## src/rtl/uart_tx_scheduler.sv

```systemverilog
// Round-robin scheduler sharing one UART transmit line among several requesters.
// Frames are start bit, DATA_W data bits LSB-first, then STOP_BITS stop bits, paced by baud_tick.
module uart_tx_scheduler #(
    parameter int NUM_REQ   = 4,
    parameter int DATA_W    = 8,
    parameter int STOP_BITS = 1,
    parameter int ID_W      = $clog2(NUM_REQ)
) (
    input  logic                      clk,
    input  logic                      rst,
    input  logic                      baud_tick,
    input  logic [NUM_REQ-1:0]        req,
    input  logic [NUM_REQ*DATA_W-1:0] data,
    output logic [NUM_REQ-1:0]        gnt,
    output logic                      tx,
    output logic                      busy,
    output logic [ID_W-1:0]           active_id
);

    localparam int CW = $clog2(DATA_W);

    typedef enum logic [2:0] {
        IDLE,
        SYNC,
        START,
        DATA,
        STOP
    } state_t;

    state_t              state, state_n;
    logic [DATA_W-1:0]   shreg, shreg_n;
    logic [CW-1:0]       bit_cnt, bit_cnt_n;
    logic                stop_cnt, stop_cnt_n;
    logic [ID_W-1:0]     rr_ptr, rr_ptr_n;
    logic [ID_W-1:0]     active_id_n;
    logic [ID_W-1:0]     pick, cand;
    logic                found;
    logic                tx_n, busy_n;
    logic [NUM_REQ-1:0]  gnt_n;
    logic [DATA_W-1:0]   bytes [NUM_REQ];

    for (genvar i = 0; i < NUM_REQ; i++) begin : g_unpack
        assign bytes[i] = data[i*DATA_W +: DATA_W];
    end

    // First requester after the last winner, wrapping around.
    always_comb begin
        found = 1'b0;
        pick  = '0;
        cand  = '0;
        for (int o = 1; o <= NUM_REQ; o++) begin
            cand = ID_W'((int'(rr_ptr) + o) % NUM_REQ);
            if (!found && req[cand]) begin
                found = 1'b1;
                pick  = cand;
            end
        end
    end

    always_comb begin
        state_n     = state;
        shreg_n     = shreg;
        bit_cnt_n   = bit_cnt;
        stop_cnt_n  = stop_cnt;
        rr_ptr_n    = rr_ptr;
        active_id_n = active_id;
        tx_n        = tx;
        busy_n      = busy;
        gnt_n       = '0;
        unique case (state)
            IDLE: begin
                if (found) begin
                    gnt_n[pick] = 1'b1;
                    shreg_n     = bytes[pick];
                    active_id_n = pick;
                    rr_ptr_n    = pick;
                    busy_n      = 1'b1;
                    state_n     = SYNC;
                end
            end
            SYNC: begin
                if (baud_tick) begin
                    tx_n    = 1'b0;
                    state_n = START;
                end
            end
            START: begin
                if (baud_tick) begin
                    tx_n      = shreg[0];
                    shreg_n   = shreg >> 1;
                    bit_cnt_n = '0;
                    state_n   = DATA;
                end
            end
            DATA: begin
                if (baud_tick) begin
                    if (bit_cnt == CW'(DATA_W - 1)) begin
                        tx_n       = 1'b1;
                        stop_cnt_n = 1'b0;
                        state_n    = STOP;
                    end else begin
                        bit_cnt_n = bit_cnt + 1'b1;
                        tx_n      = shreg[0];
                        shreg_n   = shreg >> 1;
                    end
                end
            end
            STOP: begin
                if (baud_tick) begin
                    if (stop_cnt == 1'(STOP_BITS - 1)) begin
                        busy_n  = 1'b0;
                        state_n = IDLE;
                    end else begin
                        stop_cnt_n = 1'b1;
                    end
                end
            end
            default: state_n = IDLE;
        endcase
    end

    always_ff @(posedge clk) begin
        if (!rst) begin
            state     <= IDLE;
            shreg     <= '0;
            bit_cnt   <= '0;
            stop_cnt  <= 1'b0;
            rr_ptr    <= ID_W'(NUM_REQ - 1);
            active_id <= '0;
            tx        <= 1'b1;
            busy      <= 1'b0;
            gnt       <= '0;
        end else begin
            state     <= state_n;
            shreg     <= shreg_n;
            bit_cnt   <= bit_cnt_n;
            stop_cnt  <= stop_cnt_n;
            rr_ptr    <= rr_ptr_n;
            active_id <= active_id_n;
            tx        <= tx_n;
            busy      <= busy_n;
            gnt       <= gnt_n;
        end
    end

endmodule

```

## config.mk

```make
export PLATFORM = sky130hd
export DESIGN_NAME = uart_tx_scheduler
export DESIGN_NICKNAME = d
export VERILOG_FILES = /design/src/rtl/uart_tx_scheduler.sv
export SDC_FILE = /design/constraint.sdc
export NUM_CORES = 1
export LEC_CHECK = 0
export BUFFER_PORTS_ARGS = -buffer_cell sky130_fd_sc_hd__buf_2
export CORE_MARGIN = 2
export CORE_UTILIZATION = 53
export CTS_CLUSTER_SIZE = 25
export DETAILED_ROUTE_END_ITERATION = 8
export PLACE_DENSITY = 0.86
export SLEW_MARGIN = 10
export SYNTH_ARGS = -nofsm -noshare
export SYNTH_HDL_FRONTEND = slang
export SYNTH_SLANG_ARGS = --single-unit
```

## constraint.sdc

```tcl
create_clock -name clk -period 4.73 [get_ports clk]
set_clock_uncertainty 0.05 [all_clocks]
set_input_delay 0.7095 -clock clk [delete_from_list [all_inputs] [get_ports clk]]
set_output_delay 0.7095 -clock clk [all_outputs]
set_load 0.05 [all_outputs]
```

==> key figures <==
STA
  • Minimum hold slack: ~0.43 ns
  • Period utilization: 49.9%
  • TNS Setup: 0 ns
  • # setup viols final: 0
  • Max Slew Vio Count: 0
  • Unrepaired setup endpoints after global routing: false
  • Least-Margin Pin Slew: 0.899 ns
  • Fin crit period: about 2.4 ns
  • Final Hold Violating Endpoints: 0
  • F_max: ~420 MHz
  • Max-slew headroom at the worst pin: 39.9%

Floorplan
  • Die Span X: just under 60 um
  • Die area: 3340 um2
  • IO Count: 47
  • Rows: 19
  • Initial Util: 55.7%
  • Die height: 57.8 um
  • Core box area: 2760 um2

Clocking
  • CTS resizes: 0
  • Max Root-Sink Buffers: 2
  • Clock Sinks: 24
  • Clock-pin slew on the worst setup and hold paths: approximately 0.14 ns
  • CTS tree: done
  • Worst-Skew Late Latency: 0.33 ns
  • CTS root buffer: clkbuf_4
  • # hold bufs at CTS: 0
  • CTS buffer count: 3
  • H-tree Lvls: 1
  • Postcts setup bufs: 0

Final layout
  • Share of post-route cells with drive strength above 1: 24.6%
  • Fill count: ~240
  • Most frequent cells in the layout: 46 x buf_2, 24 x dfxtp_1, 18 x a21oi_1
  • Fin cells: 263
  • Register Area: approximately 480 um2
  • Antenna cells: 0
  • Area growth from synthesis to layout: 17.1%
  • Most common cell after layout, fill and taps aside: buf_2
  • Multi-input logic area: 977 um2
  • Final net count: ~270

Logic synthesis
  • Post-synth EDFFs: 0
  • Synth cell types: about 40
  • Syn Nets: 234
  • Mux cell area share after synthesis: approximately 2.0%
  • Synth Area in Adders: 1.63%
  • Simple-gate area share of the yosys netlist: around a quarter
  • Compound-cell area share of the yosys netlist: 35.3%
  • Async set-reset flop share out of synthesis: 0%
  • Avg Synthesized Cell Area: 7.95 um2
  • Largest family of logic cells by synthesized area: compound AO/OA/AOI/OAI gates
  • Synth Flop Type: dfxtp_1
  • Syn. warnings: 0
  • Post-Syn Instances: 193
  • Synthesized cell area: about 1500 um2
  • Synthesized flop and latch total: 24
  • Sequential cell area fraction in the yosys report: between 30% and 40%
  • Xor and xnor area share after synthesis: 0%

Critical path
  • Crit path buf inv count: 0
  • Critical Path Source: bit_cnt[0]
  • Max incr delay on CP: about 0.56 ns
  • Crit path required time: 4.91 ns
  • Reg2Reg Depth: 7
  • Reg2Reg Setup Slack: 2.37 ns
  • Dominant cell type by count on the critical path: ha_1
  • Reg-to-Reg Start: bit_cnt[0]
  • Cell Chain, Critical Path: ha_1, ha_1, nand3b_1, a21oi_1, a21boi_0, nand2b_1, o221a_1
  • Slowest cell on crit path: a21oi_1
  • Critical path endpoint: shreg[1]
  • Capturing point of the worst reg2reg path: shreg[1]
  • CP Depth: 7
  • Top delay family on crit path: compound AO/OA/AOI/OAI gates
  • Arr. time, crit path: 2.54 ns
  • Worst Setup End Kind: flip-flop
  • Critical path peak fanout: 11
  • Kind of critical path: reg2reg
  • Startpoint types: flip-flop

Worst hold path
  • Worst hold stages: 2
  • Hold crit path type: reg2reg
  • Hold_sp: active_id[0]

Drt
  • Via density: ~6.2
  • DRC: 0
  • Routed wire length per instance: between 10 and 15 um
  • DR pass1 iterations: 7
  • Total Wirelength: 3760 um
  • Initial DRC count: roughly 90
  • Via Count: 1623
  • Post-route antenna net violation count: 0

GRT
  • GR met3 Demand/Resource: 4.02%
  • Met1 Usage GRT: 31.6%
  • GRT busiest layer: met2
  • Total global routing overflow: 0
  • First-pass GRT wire length: 5840 um
  • Vias in the first global route: between 1000 and 1500
  • Pin count of the biggest net entering global routing: 21
  • Gr usage total: 22.1%
  • Initial antenna violation count: 0
  • Met2 Track Usage GR: ~36%

Pwr
  • Peak VDD IR: between 0.0003 and 0.0004 V
  • Pwr dens: 321 nW/um2
  • Design Power: 0.576 mW
  • Static Leakage: 0.758 nW

Placement
  • Port Buffers: 46
  • Detail Placement HPWL: around 2700 um
  • Final Wtd Congestion: 0.848
  • Placed cells: 259

Run
  • MaxCap Viol Count: 0

Status
  • Status: finished, final reports clean
-- metal layers --
layer / part of all wire, % / vias to the layer above
met4: 0.50 / 0
li1: - / 809
met2: 47 / 68
met1: 46 / 744
met3: 7.4 / 2
met5: 0 / -
-- worst min path at each step --
stage,end,slack [ns]
floorplan,shreg[2],0.39
global placement,active_id[1],0.40
detailed placement,active_id[0],0.41
CTS,active_id[0],0.43
global route,active_id[0],0.45
finish,active_id[0],0.43
-- flip-flops by register name, indices dropped and copies added, names as in the netlist --
signal     flops
tx             1
gnt            4
bit_cnt        3
active_id      2
state          3
busy           1
rr_ptr         2
shreg          8
-- cells in the mapped netlist (3+ instances only) --
| cell | instances | area (um2) |
|---|---|---|
| clkbuf_1 | 7 | 26.3 |
| a31o_2 | 3 | 26.3 |
| nand2b_1 | 10 | 62.6 |
| nor2b_1 | 6 | 37.5 |
| o31ai_1 | 3 | 22.5 |
| inv_1 | 5 | 18.8 |
| nor3b_1 | 3 | 22.5 |
| a221oi_1 | 5 | 43.8 |
| nand3_1 | 14 | 70.1 |
| nor4_1 | 3 | 18.8 |
| a21boi_0 | 11 | 82.6 |
| mux2i_1 | 3 | 30.0 |
| o221a_1 | 5 | 56.3 |
| a21oi_1 | 18 | 90.1 |
| nand2_1 | 14 | 52.6 |
| nor3_1 | 6 | 30.0 |
| dfxtp_1 | 24 | 480 |
| o21ai_0 | 14 | 70.1 |
| nor2_1 | 6 | 22.5 |
-- report_power, final --
part,switching (mW),total (mW),internal [mW]
Sequential,0.0188,0.242,0.223
Clock,0.0671,0.153,0.0858
Combinational,0.111,0.181,0.0709
Total,0.196,0.576,0.380
-- worst reg2reg max path, delay by kind of cell (launching register included) --
family | cells | cell delay (ns)
adder cells (fa/ha/maj) | 2 | 0.46
AO/OA/AOI/OAI | 3 | 1.00
flip-flops | 1 | 0.35
AND/OR/NAND/NOR | 2 | 0.42
-- area by class of cell --
class	count	share of cell area (%)
Clock inverter	1	1.67
Sequential cell	24	26.7
Inverter	5	1.04
Tap cell	31	2.16
Multi-Input combinational cell	153	54.3
Clock buffer	3	1.25
Timing Repair Buffer	46	12.8
-- cell families after synthesis --
kind of cell | count (synthesis)
buffers and inverters | 16
flip-flops | 24
multiplexers | 3
AO/OA/AOI/OAI | 77
adder cells (fa/ha/maj) | 2
AND/OR/NAND/NOR | 71
-- through the flow --
stage	setup WS [ns]	util (%)	instance area, um2
after floorplan	2.68	-	1540
final	2.37	65.2	1800
after global routing	2.09	65.2	1800
after detailed placement	2.37	63.3	1750
after global placement	2.44	63.3	1750
after CTS	2.40	65.2	1800
Note: power is estimated with default switching activity, not from simulation.
